--- config.mk ---
export PLATFORM = sky130hd
export DESIGN_NAME = alu_exec_sequencer
export DESIGN_NICKNAME = d
export VERILOG_FILES = /design/src/rtl/alu_exec_sequencer.sv
export SDC_FILE = /design/constraint.sdc
export NUM_CORES = 1
export LEC_CHECK = 0
export CAP_MARGIN = 20
export CELL_PAD_IN_SITES_DETAIL_PLACEMENT = 1
export CELL_PAD_IN_SITES_GLOBAL_PLACEMENT = 2
export CORE_MARGIN = 8
export CORE_UTILIZATION = 29
export CTS_CLUSTER_SIZE = 24
export DETAILED_ROUTE_END_ITERATION = 7
export PLACE_DENSITY_LB_ADDON = 0.1
export SYNTH_ARGS = -nofsm -noshare
export SYNTH_HDL_FRONTEND = slang
export SYNTH_SLANG_ARGS = --single-unit
--- constraint.sdc ---
create_clock -name CLK -period 5.2 [get_ports CLK]
set_clock_uncertainty 0.2 [all_clocks]
set_input_delay 1.04 -clock CLK [delete_from_list [all_inputs] [get_ports CLK]]
set_output_delay 1.04 -clock CLK [all_outputs]
set_load 0.05 [all_outputs]
--- src/rtl/alu_exec_sequencer.sv ---
// Multi-cycle execute stage: fetches operands from the register file, drives the
// combinational ALU, captures its result and writes it back (IDLE->FETCH->EXEC->WB).
module alu_exec_sequencer #(
  parameter int unsigned DATA_WIDTH = 32,
  parameter int unsigned ADDR_WIDTH = 5,
  parameter int unsigned OPRN_WIDTH = 6
) (
  input  logic                  CLK,
  input  logic                  RST,
  input  logic                  CMD_VALID,
  output logic                  CMD_READY,
  input  logic [OPRN_WIDTH-1:0] CMD_OPRN,
  input  logic [ADDR_WIDTH-1:0] CMD_RS,
  input  logic [ADDR_WIDTH-1:0] CMD_RT,
  input  logic [ADDR_WIDTH-1:0] CMD_RD,
  input  logic                  CMD_IMM_SEL,
  input  logic [15:0]           CMD_IMM,
  output logic                  RF_READ,
  output logic [ADDR_WIDTH-1:0] RF_ADDR_R1,
  output logic [ADDR_WIDTH-1:0] RF_ADDR_R2,
  input  logic [DATA_WIDTH-1:0] RF_DATA_R1,
  input  logic [DATA_WIDTH-1:0] RF_DATA_R2,
  output logic                  RF_WRITE,
  output logic [ADDR_WIDTH-1:0] RF_ADDR_W,
  output logic [DATA_WIDTH-1:0] RF_DATA_W,
  output logic [DATA_WIDTH-1:0] ALU_OP1,
  output logic [DATA_WIDTH-1:0] ALU_OP2,
  output logic [OPRN_WIDTH-1:0] ALU_OPRN,
  input  logic [DATA_WIDTH-1:0] ALU_OUT,
  input  logic                  ALU_ZERO,
  output logic                  DONE,
  output logic [DATA_WIDTH-1:0] RESULT,
  output logic                  ZERO_FLAG,
  output logic                  ERR
);

  localparam int unsigned IMM_WIDTH = 16;
  localparam int unsigned OPRN_MAX  = 9;

  typedef enum logic [1:0] {
    S_IDLE  = 2'd0,
    S_FETCH = 2'd1,
    S_EXEC  = 2'd2,
    S_WB    = 2'd3
  } state_t;

  typedef struct packed {
    logic [OPRN_WIDTH-1:0] oprn;
    logic [ADDR_WIDTH-1:0] rd;
    logic                  imm_sel;
    logic [IMM_WIDTH-1:0]  imm;
  } cmd_t;

  state_t                state_q, state_d;
  cmd_t                  cmd_q, cmd_d;
  logic                  cmd_ready_q, cmd_ready_d;
  logic                  rf_read_q, rf_read_d;
  logic [ADDR_WIDTH-1:0] rf_addr_r1_q, rf_addr_r1_d;
  logic [ADDR_WIDTH-1:0] rf_addr_r2_q, rf_addr_r2_d;
  logic                  rf_write_q, rf_write_d;
  logic [ADDR_WIDTH-1:0] rf_addr_w_q, rf_addr_w_d;
  logic [DATA_WIDTH-1:0] rf_data_w_q, rf_data_w_d;
  logic [DATA_WIDTH-1:0] alu_op1_q, alu_op1_d;
  logic [DATA_WIDTH-1:0] alu_op2_q, alu_op2_d;
  logic [OPRN_WIDTH-1:0] alu_oprn_q, alu_oprn_d;
  logic                  done_q, done_d;
  logic [DATA_WIDTH-1:0] result_q, result_d;
  logic                  zero_flag_q, zero_flag_d;
  logic                  err_q, err_d;
  logic                  illegal_c;
  logic [DATA_WIDTH-1:0] imm_ext_c;

  assign illegal_c = (cmd_q.oprn == '0) || (cmd_q.oprn > OPRN_WIDTH'(OPRN_MAX));
  assign imm_ext_c = DATA_WIDTH'($signed(cmd_q.imm));

  // Next state and next values of every registered output
  always_comb begin
    state_d      = state_q;
    cmd_d        = cmd_q;
    cmd_ready_d  = 1'b0;
    rf_read_d    = 1'b0;
    rf_addr_r1_d = rf_addr_r1_q;
    rf_addr_r2_d = rf_addr_r2_q;
    rf_write_d   = 1'b0;
    rf_addr_w_d  = '0;
    rf_data_w_d  = '0;
    alu_op1_d    = alu_op1_q;
    alu_op2_d    = alu_op2_q;
    alu_oprn_d   = alu_oprn_q;
    done_d       = 1'b0;
    result_d     = result_q;
    zero_flag_d  = zero_flag_q;
    err_d        = 1'b0;

    case (state_q)
      S_IDLE: begin
        cmd_ready_d = 1'b1;
        if (CMD_VALID) begin
          cmd_d.oprn    = CMD_OPRN;
          cmd_d.rd      = CMD_RD;
          cmd_d.imm_sel = CMD_IMM_SEL;
          cmd_d.imm     = CMD_IMM;
          cmd_ready_d   = 1'b0;
          rf_read_d     = 1'b1;
          rf_addr_r1_d  = CMD_RS;
          rf_addr_r2_d  = CMD_RT;
          state_d       = S_FETCH;
        end
      end
      S_FETCH: begin
        alu_op1_d  = RF_DATA_R1;
        alu_op2_d  = cmd_q.imm_sel ? imm_ext_c : RF_DATA_R2;
        alu_oprn_d = cmd_q.oprn;
        state_d    = S_EXEC;
      end
      S_EXEC: begin
        // Illegal opcodes still complete, but publish a zeroed result
        result_d    = illegal_c ? '0 : ALU_OUT;
        zero_flag_d = illegal_c ? 1'b0 : ALU_ZERO;
        done_d      = 1'b1;
        err_d       = illegal_c;
        rf_write_d  = !illegal_c && (cmd_q.rd != '0);
        rf_addr_w_d = cmd_q.rd;
        rf_data_w_d = illegal_c ? '0 : ALU_OUT;
        state_d     = S_WB;
      end
      S_WB: begin
        cmd_ready_d = 1'b1;
        state_d     = S_IDLE;
      end
      default: begin
        cmd_ready_d = 1'b1;
        state_d     = S_IDLE;
      end
    endcase
  end

  always_ff @(posedge CLK or negedge RST) begin
    if (!RST) begin
      state_q      <= S_IDLE;
      cmd_q        <= '0;
      cmd_ready_q  <= 1'b1;
      rf_read_q    <= 1'b0;
      rf_addr_r1_q <= '0;
      rf_addr_r2_q <= '0;
      rf_write_q   <= 1'b0;
      rf_addr_w_q  <= '0;
      rf_data_w_q  <= '0;
      alu_op1_q    <= '0;
      alu_op2_q    <= '0;
      alu_oprn_q   <= '0;
      done_q       <= 1'b0;
      result_q     <= '0;
      zero_flag_q  <= 1'b0;
      err_q        <= 1'b0;
    end else begin
      state_q      <= state_d;
      cmd_q        <= cmd_d;
      cmd_ready_q  <= cmd_ready_d;
      rf_read_q    <= rf_read_d;
      rf_addr_r1_q <= rf_addr_r1_d;
      rf_addr_r2_q <= rf_addr_r2_d;
      rf_write_q   <= rf_write_d;
      rf_addr_w_q  <= rf_addr_w_d;
      rf_data_w_q  <= rf_data_w_d;
      alu_op1_q    <= alu_op1_d;
      alu_op2_q    <= alu_op2_d;
      alu_oprn_q   <= alu_oprn_d;
      done_q       <= done_d;
      result_q     <= result_d;
      zero_flag_q  <= zero_flag_d;
      err_q        <= err_d;
    end
  end

  assign CMD_READY  = cmd_ready_q;
  assign RF_READ    = rf_read_q;
  assign RF_ADDR_R1 = rf_addr_r1_q;
  assign RF_ADDR_R2 = rf_addr_r2_q;
  assign RF_WRITE   = rf_write_q;
  assign RF_ADDR_W  = rf_addr_w_q;
  assign RF_DATA_W  = rf_data_w_q;
  assign ALU_OP1    = alu_op1_q;
  assign ALU_OP2    = alu_op2_q;
  assign ALU_OPRN   = alu_oprn_q;
  assign DONE       = done_q;
  assign RESULT     = result_q;
  assign ZERO_FLAG  = zero_flag_q;
  assign ERR        = err_q;

endmodule

=== Yosys cells after proc, flatten, opt, wreduce, memory -nomap -nowiden ===
Cells that the tools add are included.

* Divide/modulo/power cells: 0
* Bitwise logic cells: 0
* Multiplexer cells: 14
* Shifts and indexed selects: 0
* Equality and inequality tests: 4
* Reduce and logical (&&, ||, !) cells: 7
* $add $sub $neg: 0
* Order comparisons: 1
* Multipliers: 0

{| class="wikitable"
|+ Operators by type and width
! kind !! number
|-
| $mux W32 || 3
|-
| $pmux W2 S4 || 1
|-
| $mux W1 || 7
|-
| $gt A6 B4 Y1 const B || 1
|-
| $logic_not A6 Y1 || 1
|-
| $mux W5 || 1
|-
| $reduce_bool A5 Y1 || 1
|-
| $eq A2 B2 Y1 const B || 2
|-
| $eq A2 B1 Y1 const B || 1
|-
| $logic_not A2 Y1 || 1
|-
| $mux W2 || 1
|-
| $ne A2 B2 Y1 const B || 1
|-
| $pmux W1 S2 || 1
|-
| $reduce_and A2 Y1 || 1
|-
| $logic_and A1 B1 Y1 || 1
|-
| $logic_not A1 Y1 || 1
|-
| $logic_or A1 B1 Y1 || 1
|}

* Memories: 0
* Output and inout port bits: 155
* Latch bits: 0
* Word-level logic and storage cells: 45
* Bits in registers: 185
* Bits of input ports: 138
* ROM bits: 0
* Memory bits (writable): 0

=== Logic depth before layout (Yosys ltp) ===
Gate-level depths: netlist (run 1).

* Depth in word-level cells: 5
* Gate-level depth with buffers: 7
* Depth with buffers taken out: 5

=== Least setup slack after synthesis (run 1) ===
No wires, ideal clock.

* Kind: input-to-reg
* From: in CMD_VALID
* To: reg cmd_q[10] in the netlist's numbering
* Data required time: 4875 ps
* Setup time: 125 ps
* Arrival time: 2002 ps
* Path buffers: 2
* Stages: 4
* Slack: 2874 ps
* Cells stage by stage: nand2_1 > buf_2 > buf_1 > mux2_2

* Cells in the longest elaborated chain, start to end: 1

{| class="wikitable"
|+ RTL lines
! element !! RTL line !! RTL
|-
| from (decl) || 10 || <nowiki>input logic CMD_VALID,</nowiki>
|-
| $reduce_and A2 Y1 (no source line) || - ||
|-
| to (signal assigned) || 158 || <nowiki>cmd_q <= cmd_d;</nowiki>
|-
| to (decl) || 55 || <nowiki>cmd_t cmd_q, cmd_d;</nowiki>
|}

No other way between the ends.
A chain may end at the register's enable or synchronous reset.

=== Final worst setup path (run 1) ===
* From: reg cmd_ready_q, in the netlist CMD_READY
* To: out CMD_READY

{| class="wikitable"
|+ RTL lines
! element !! RTL line !! RTL
|-
| from (decl) || 56 || <nowiki>logic cmd_ready_q, cmd_ready_d;</nowiki>
|-
| from (signal assigned) || 159 || <nowiki>cmd_ready_q <= cmd_ready_d;</nowiki>
|-
| to (decl) || 11 || <nowiki>output logic CMD_READY,</nowiki>
|}

No word-level cell between the ends.

==> impl_metrics.tcl, run 1 <==
set metrics [dict create \
    antenna_found_initial 1 \
    synthMuxAreaShare 0.146 \
    cp_max_fo 1 \
    grtUsageTotal 0.148 \
    maxCapViolCount 0 \
    fin_crit_sh 0.575 \
    path_clk_slew_ns 0.07 \
    grt_start_max_net_pins 110 \
    crit_path_top_delay_cell "clkdlybuf4s50_1" \
    design_area_sq_mm 0.0107 \
    hpwl_um 15900 \
    wire_per_inst_um 19.4 \
    cp_num_buf_inv 1 \
    avgSynthCellArea_sq_um 14.2 \
    area_growth_pct 56.5 \
    core-area_sq_mm 0.0233 \
    die_area_sq_mm 0.0289 \
    fillers 2395 \
    layout_commonest_cell "clkdlybuf4s50_1" \
    arrival_ns 1.75 \
    syn_area_sq_mm 0.00687 \
    cellPowerDensity_mw_per_mm2 745 \
    dieWidth_um 170 \
    synth_fp_nets 627 \
    grt_overflow 0 \
    drive_above_1_share 0.150 \
    ant_nets 0 \
    synth-simple-area-share 0.0623 \
    clk-insertion-delay-late_ns 0.42 \
    rsz0062_at_grt "no" \
    drtIter0Drc 202 \
    ir_drop_mv 0.281 \
    yosysSeqAreaShare 0.674 \
    drv_slew 0 \
    yosysWarnings 0 \
    fp.dieH_um 170 \
    num_antenna_cells 0 \
    routabilityCongestion 0.720 \
    worstPathRequired_ns 3.96 \
    htreeDepth 4 \
    synth_top_family_by_area "multiplexers" \
    worst-setup-path-type "reg2out" \
    initial_core_util 0.294 \
    status "completed" \
    cts_max_path_buffers 2 \
    wirelength_um 21400 \
    max-slew-margin-rel 0.354 \
    final.setup.tns_ns 0 \
    hold_path.class "reg2reg" \
    p_leak_nw 4.59 \
    num_rows 56 \
    cts_buffers 17 \
    root_buffer "clkbuf_16" \
    postCtsSetupBuffers 0 \
    avgViaCountPerCell 4.42 \
    path_delay_family "buffers and inverters" \
    period_minus_slack_ns 2.99 \
    final_cell_mix "clkdlybuf4s50_1 (291), dfrtp_1 (184), mux2_2 (76), a21oi_1 (50), and2_1 (38)" \
    synth.distinct_cells 25 \
    numPortBuffers 292 \
    setup_viol 0 \
    synth_fa_ha_area_frac 0.00911 \
    num_vias 4861 \
    final_nets 912 \
    tightest_slew_ns 0.965 \
    end_kind "output port" \
    cts_resized 0 \
    ys_ff_latch 185 \
    first_pass_iters 4 \
    clock.fmax_mhz 334 \
    slowest_delay_ns 0.81 \
    crit_chain "clkdlybuf4s50_1" \
    tritoncts "built" \
    synth_compound_area_frac 0.0820 \
    grt_pass1_vias 5539 \
    netlist_instances 484 \
    drc_errors 0 \
    synth_xor_area_frac 0 \
    grt_pass1_wl_um 32900 \
    io_pins 293 \
    critPathLaunchType "register" \
    final_hold_viol_count 0 \
    hold_buffers 0 \
    clock_sinks 185 \
    place_area_sq_mm 0.0101 \
]
-- final cells by class --
type	instances	area (sq um)	share of cell area
flip-flops and latches	185	4630	0.431
repair buffers	296	2980	0.277
clock buffers	19	443	0.0412
inverters	5	18.8	0.00175
multi-input cells	264	2070	0.193
well taps	319	399	0.0371
clock inverters	13	205	0.0191
-- path summary, 6_finish.rpt --
| kind | start | cells past startpoint | slack [ns] | endpoint |
|---|---|---|---|---|
| max | CMD_READY | 1 | 2.21 | CMD_READY |
| min | ALU_OP1[29] | 1 | 0.31 | ALU_OP1[29] |
| max reg2reg | cmd_q[16] | 3 | 2.63 | ALU_OP2[28] |
| min reg2reg | ALU_OP1[29] | 1 | 0.31 | ALU_OP1[29] |
| max in group asynchronous | RST | 2 | 3.16 | CMD_READY |
| min in group asynchronous | RST | 1 | 0.47 | RESULT[16] |
-- power by group --
part	internal (mW)	switching (mW)	total [mW]
logic	1.53	2.64	4.17
registers	2.05	0.352	2.40
clock network	0.836	0.593	1.43
-- cell usage after synthesis, drive strengths merged --
cell type	number	share of area
o21ai	2	0.0015
a31oi	1	0.00091
inv	3	0.0016
and4b	1	0.0020
mux2	76	0.12
o21a	1	0.0011
nor3	1	0.00073
a22o	33	0.042
nor2b	2	0.0018
ha	5	0.0091
dfstp	1	0.0038
clkinv	2	0.0011
nand3	1	0.00073
mux2i	15	0.022
nor2	35	0.019
nand2	1	0.00055
and2	38	0.035
or4	2	0.0027
a21oi	50	0.036
clkbuf	13	0.0071
dfrtp	184	0.67
buf	17	0.016
-- sequential cells by signal, indices dropped and copies added, names as in the netlist --
signal,cells
cmd_q,28
CMD_READY,1
RF_DATA_W,32
ERR,1
ALU_OP1,32
RF_ADDR_W,5
RESULT,32
ALU_OPRN,6
DONE,1
RF_ADDR_R2,5
state_q,2
ZERO_FLAG,1
RF_ADDR_R1,5
RF_WRITE,1
RF_READ,1
ALU_OP2,32
-- metrics by stage --
stage	std cells	hold WS, ns	total power [mW]	utilization	setup WS, ns
5_1_grt	1101	0.326	8.42	0.461	2.16
6_report	1101	0.305	8.00	0.461	2.21
3_5_place_dp	1069	0.294	6.67	0.433	2.15
3_3_place_gp	1068	0.285	6.55	0.432	2.19
2_1_floorplan	484	0.266	5.13	-	2.87
4_1_cts	1101	0.309	8.14	0.461	2.17
-- routing by layer --
layer | GRT usage | wire length, um | share of wire
met5 | 0 | 13 | 0.00061
met4 | 0.0374 | 227 | 0.011
met3 | 0.0679 | 1940 | 0.091
met2 | 0.256 | 11000 | 0.52
met1 | 0.163 | 8180 | 0.38
-- logic make-up after synthesis --
logic type,Yosys count
AO/OA/AOI/OAI,87
adder cells (fa/ha/maj),5
buffers and inverters,35
flip-flops,185
multiplexers,91
AND/OR/NAND/NOR,81
No activity file was read; power rests on OpenSTA's default activity.
==> run 2: changes to the inputs <==
--- a/config.mk
+++ b/config.mk
@@ -9,7 +9,7 @@
 export CELL_PAD_IN_SITES_DETAIL_PLACEMENT = 1
 export CELL_PAD_IN_SITES_GLOBAL_PLACEMENT = 2
 export CORE_MARGIN = 8
-export CORE_UTILIZATION = 29
+export CORE_UTILIZATION = 24
 export CTS_CLUSTER_SIZE = 24
 export DETAILED_ROUTE_END_ITERATION = 7
 export PLACE_DENSITY_LB_ADDON = 0.1
==> constraint.sdc (replaced) <==
create_clock -name CLK -period 2.6 [get_ports CLK]
set_clock_uncertainty 0.2 [all_clocks]
set_input_delay 0.52 -clock CLK [delete_from_list [all_inputs] [get_ports CLK]]
set_output_delay 0.52 -clock CLK [all_outputs]
set_load 0.05 [all_outputs]
==> run 2 against run 1 <==
Largest power group unchanged. Die area increased by 19%. Worst setup slack got worse by 2.1 ns. Global-route usage decreased by 1.7 points. Largest cell class unchanged. Register-to-register slack got worse by 2.1 ns.
==> impl_metrics.tcl, run 2 (synthesized netlist as in run 1, its figures left out) <==
set metrics [dict create \
    status "completed" \
    path_delay_family "buffers and inverters" \
    clk-insertion-delay-late_ns 0.43 \
    initial_core_util 0.241 \
    place_area_sq_mm 0.0103 \
    htreeDepth 4 \
    avgViaCountPerCell 4.18 \
    drv_slew 0 \
    ir_drop_mv 0.476 \
    clock_sinks 185 \
    crit_path_top_delay_cell "clkdlybuf4s50_1" \
    whs_ns 0.303 \
    io_pins 293 \
    r2r_end "RESULT[27]" \
    grt_pass1_wl_um 34100 \
    period_minus_slack_ns 2.49 \
    numPortBuffers 292 \
    worst-setup-path-type "reg2out" \
    die_area_sq_mm 0.0343 \
    cts_buffers 17 \
    crit_end "CMD_READY" \
    end_kind "output port" \
    final.setup.tns_ns 0 \
    cp-startpoint "CMD_READY" \
    path_clk_slew_ns 0.08 \
    grt_start_max_net_pins 81 \
    num_antenna_cells 0 \
    num_vias 4925 \
    max-slew-margin-rel 0.567 \
    tritoncts "built" \
    grt_overflow 0 \
    fin_crit_sh 0.956 \
    cts_resized 0 \
    drc_errors 0 \
    layout_commonest_cell "clkdlybuf4s50_1" \
    wire_per_inst_um 19.2 \
    cellPowerDensity_mw_per_mm2 1450 \
    drive_above_1_share 0.162 \
    rsz0062_at_grt "no" \
    crit_chain "clkdlybuf4s50_1" \
    drtIter0Drc 125 \
    root_buffer "clkbuf_16" \
    hpwl_um 16900 \
    cts_max_path_buffers 2 \
    final_hold_viol_count 0 \
    routabilityCongestion 0.728 \
    final_nets 924 \
    cp_max_fo 1 \
    cp_num_buf_inv 1 \
    first_pass_iters 4 \
    core-area_sq_mm 0.0285 \
    fillers 3001 \
    slowest_delay_ns 0.81 \
    r2r_slack_ns 0.54 \
    hold_path.class "reg2reg" \
    arrival_ns 1.77 \
    area_growth_pct 59.3 \
    critPathLaunchType "register" \
    rr_worst_depth 6 \
    design_area_sq_mm 0.0109 \
    clock.fmax_mhz 402 \
    grt_pass1_vias 5415 \
    maxCapViolCount 0 \
    cp.depth 1 \
    final_cell_mix "clkdlybuf4s50_1 (291), dfrtp_1 (184), mux2_2 (76), a21oi_1 (50), and2_1 (38)" \
    ant_nets 0 \
    antenna_found_initial 2 \
    wirelength_um 22600 \
    setup_viol 0 \
    fp.dieH_um 185 \
    reg2reg_from "state_q[0]" \
    p_leak_nw 4.64 \
    tightest_slew_ns 0.650 \
    grtUsageTotal 0.131 \
    worstPathRequired_ns 1.88 \
    num_rows 62 \
    dieWidth_um 185 \
]
## run 2: cell count changes in the layout (fill, tap and decap cells not counted), moves of 3 or more
cell and change:
buf_4 +6, inv_6 -3, bufinv_16 -4, clkinv_8 +6, buf_12 +6
## run 2: worst min path at each step
stage | startpoint | endpoint | slack (ns) | cells after the start
after floorplan | RST | ALU_OP1[0] | 0.02 | 0
after global placement | cmd_q[15] | cmd_q[15] | 0.28 | 1
after detailed placement | cmd_q[15] | cmd_q[15] | 0.29 | 1
after CTS | cmd_q[15] | cmd_q[15] | 0.30 | 1
after global routing | cmd_q[15] | cmd_q[15] | 0.32 | 1
final | cmd_q[15] | cmd_q[15] | 0.30 | 1
## run 2: layout make-up
type	count	area [sq um]	area share
flip-flops and latches	185	4630	0.423
repair buffers	308	3120	0.286
inverters	5	18.8	0.00172
multi-input cells	264	2070	0.190
well taps	384	480	0.0439
clock inverters	15	184	0.0168
clock buffers	17	425	0.0389
## run 2: timing repair
item	in CTS	in global routing
hold endpoints to repair	57	0
hold buffers	1	0
buffers inserted	0	0
## run 2: per-layer routing
metal | vias up | share of wire | track usage
li1 | 2277 | - | -
met1 | 2481 | 0.38 | 0.148
met2 | 149 | 0.51 | 0.224
met3 | 14 | 0.099 | 0.0634
met4 | 4 | 0.0076 | 0.0269
met5 | - | 0.0012 | 0
## run 2: where the power goes
part	switching (mW)	internal, mW
Combinational	5.38	3.12
Clock	1.32	1.30
Sequential	0.634	4.10
## run 2: metrics by stage
step	setup WS, ns	utilization	power, mW	std cells
detailed placement	0.380	0.362	13.5	1145
CTS	0.0798	0.384	16.2	1178
floorplan	0.637	-	10.3	484
global placement	0.405	0.362	13.3	1145
finish	0.113	0.384	15.9	1178
global route	0.0525	0.384	16.7	1178
==> run 3: changes to the inputs <==
--- a/config.mk
+++ b/config.mk
@@ -6,10 +6,9 @@
 export NUM_CORES = 1
 export LEC_CHECK = 0
 export CAP_MARGIN = 20
-export CELL_PAD_IN_SITES_DETAIL_PLACEMENT = 1
-export CELL_PAD_IN_SITES_GLOBAL_PLACEMENT = 2
-export CORE_MARGIN = 8
-export CORE_UTILIZATION = 24
+export CELL_PAD_IN_SITES_DETAIL_PLACEMENT = 0
+export CELL_PAD_IN_SITES_GLOBAL_PLACEMENT = 1
+export CORE_UTILIZATION = 33
 export CTS_CLUSTER_SIZE = 24
 export DETAILED_ROUTE_END_ITERATION = 7
 export PLACE_DENSITY_LB_ADDON = 0.1
==> constraint.sdc (replaced) <==
create_clock -name CLK -period 2.5 [get_ports CLK]
set_clock_uncertainty 0.2 [all_clocks]
set_input_delay 0.5 -clock CLK [delete_from_list [all_inputs] [get_ports CLK]]
set_output_delay 0.5 -clock CLK [all_outputs]
set_load 0.05 [all_outputs]
==> run 3 against run 2 <==
Final area down 1.4%. Sequential cell count unchanged. Hold slack worse by 0.0027 ns. Combinational power up 2%. Via count down 2.5%. Utilization up 15 points. First-iteration DRC count up 4.0%. Clock power up 8.4%. Critical endpoint unchanged. Largest cell class unchanged.
==> impl_metrics.tcl, run 3 (synthesized netlist as in run 1, its figures left out) <==
set metrics [dict create \
    maxCapViolCount 0 \
    r2r_end "ALU_OP2[10]" \
    crit_path_top_delay_cell "clkdlybuf4s50_1" \
    num_rows 52 \
    arrival_ns 1.73 \
    cts_max_path_buffers 2 \
    routabilityCongestion 0.770 \
    area_growth_pct 57.1 \
    cts_buffers 17 \
    ir_drop_mv 0.859 \
    antenna_found_initial 0 \
    worstPathRequired_ns 1.80 \
    critPathLaunchType "register" \
    initial_core_util 0.338 \
    cp_num_buf_inv 1 \
    r2r_slack_ns 0.53 \
    grt_util_met3 0.0559 \
    cp.depth 1 \
    setup_viol 0 \
    path_clk_slew_ns 0.07 \
    die_area_sq_mm 0.0214 \
    avgViaCountPerCell 4.52 \
    grt_start_max_net_pins 72 \
    io_pins 293 \
    path_delay_family "buffers and inverters" \
    drv_slew 0 \
    numPortBuffers 292 \
    first_pass_iters 4 \
    worst-setup-path-type "reg2out" \
    utilization 0.531 \
    setup_ws_ns 0.0718 \
    final_hold_viol_count 0 \
    cp-startpoint "CMD_READY" \
    p_leak_nw 4.64 \
    core-area_sq_mm 0.0203 \
    clock.fmax_mhz 412 \
    grt_pass1_vias 5137 \
    fillers 1797 \
    grtUsageTotal 0.172 \
    drtIter0Drc 130 \
    dieWidth_um 146 \
    clock_sinks 185 \
    post-place-ws_ns 0.489 \
    reg2reg_from "state_q[1]" \
    wire_per_inst_um 16.9 \
    cp_max_fo 1 \
    root_buffer "clkbuf_16" \
    num_vias 4800 \
    grt_pass1_wl_um 28400 \
    busiest_layer "met2" \
    num_antenna_cells 0 \
    slowest_delay_ns 0.80 \
    final.setup.tns_ns 0 \
    crit_end "CMD_READY" \
    grt_overflow 0 \
    crit_chain "clkdlybuf4s50_1" \
    power_mw 16.4 \
    hpwl_um 12900 \
    period_minus_slack_ns 2.43 \
    tightest_slew_ns 0.620 \
    fp.dieH_um 146 \
    ant_nets 0 \
    grt_util_met1 0.204 \
    drive_above_1_share 0.159 \
    postCtsSetupBuffers 0 \
    final_nets 922 \
    final_cell_mix "clkdlybuf4s50_1 (291), dfrtp_1 (184), mux2_2 (76), a21oi_1 (50), and2_1 (38)" \
    wirelength_um 17900 \
    cellPowerDensity_mw_per_mm2 1520 \
    met2_usage 0.294 \
    rsz0062_at_grt "no" \
    max-slew-margin-rel 0.587 \
    tritoncts "built" \
    hold_path.class "reg2reg" \
    clk-insertion-delay-late_ns 0.42 \
    drc_errors 0 \
    rr_worst_depth 5 \
    layout_commonest_cell "clkdlybuf4s50_1" \
    status "completed" \
    htreeDepth 4 \
    fin_crit_sh 0.971 \
    end_kind "output port" \
]
run 3: changes by cell type in the layout (fill, tap and decap cells not counted):
cell	before	now
buf_12	6	5
inv_6	1	2
clkbuf_8	1	4
clkinvlp_4	2	3
bufinv_16	0	3
clkbuf_1	0	1
clkinv_8	6	0
inv_8	4	1
buf_4	9	8
run 3: where the power goes:
group / leakage (nW) / switching, mW / internal [mW] / total (mW)
Sequential: 2.30 / 0.680 / 4.27 / 4.95
Combinational: 2.04 / 5.42 / 3.24 / 8.65
Clock: 0.298 / 1.17 / 1.67 / 2.84
Total: 4.64 / 7.27 / 9.17 / 16.4
run 3: repair_timing:
action,CTS,global route
resized for setup,0,0
hold endpoints to repair,65,0
hold buffers,1,0
run 3: worst min-delay path by stage:
stage	startpoint	end	slack (ns)	cells past startpoint
2_1_floorplan	RST	ALU_OP1[0]	0.004	0
3_3_place_gp	cmd_q[15]	cmd_q[15]	0.29	1
3_5_place_dp	cmd_q[15]	cmd_q[15]	0.29	1
4_1_cts	cmd_q[15]	cmd_q[15]	0.30	1
5_1_grt	cmd_q[15]	cmd_q[15]	0.32	1
6_report	cmd_q[15]	cmd_q[15]	0.30	1
run 3: cell type report:
type,instances,area [sq um],area share
well taps,270,338,0.0313
clock inverters,11,159,0.0147
repair buffers,306,3100,0.287
clock buffers,21,470,0.0436
inverters,5,18.8,0.00174
flip-flops and latches,185,4630,0.429
multi-input cells,264,2070,0.192
run 3: stage by stage:
stage | cell area, sq um | std cells | hold slack (ns)
after detailed placement | 10100 | 1029 | 0.289
after global routing | 10800 | 1062 | 0.316
after floorplan | 6870 | 484 | 0.00441
after global placement | 10100 | 1029 | 0.286
final | 10800 | 1062 | 0.301
after CTS | 10800 | 1062 | 0.305
run 3: routing by layer:
metal / vias up / wire [um]
li1: 2264 / -
met1: 2363 / 7310
met2: 158 / 9160
met3: 15 / 1250
met4: 0 / 212
met5: - / 0
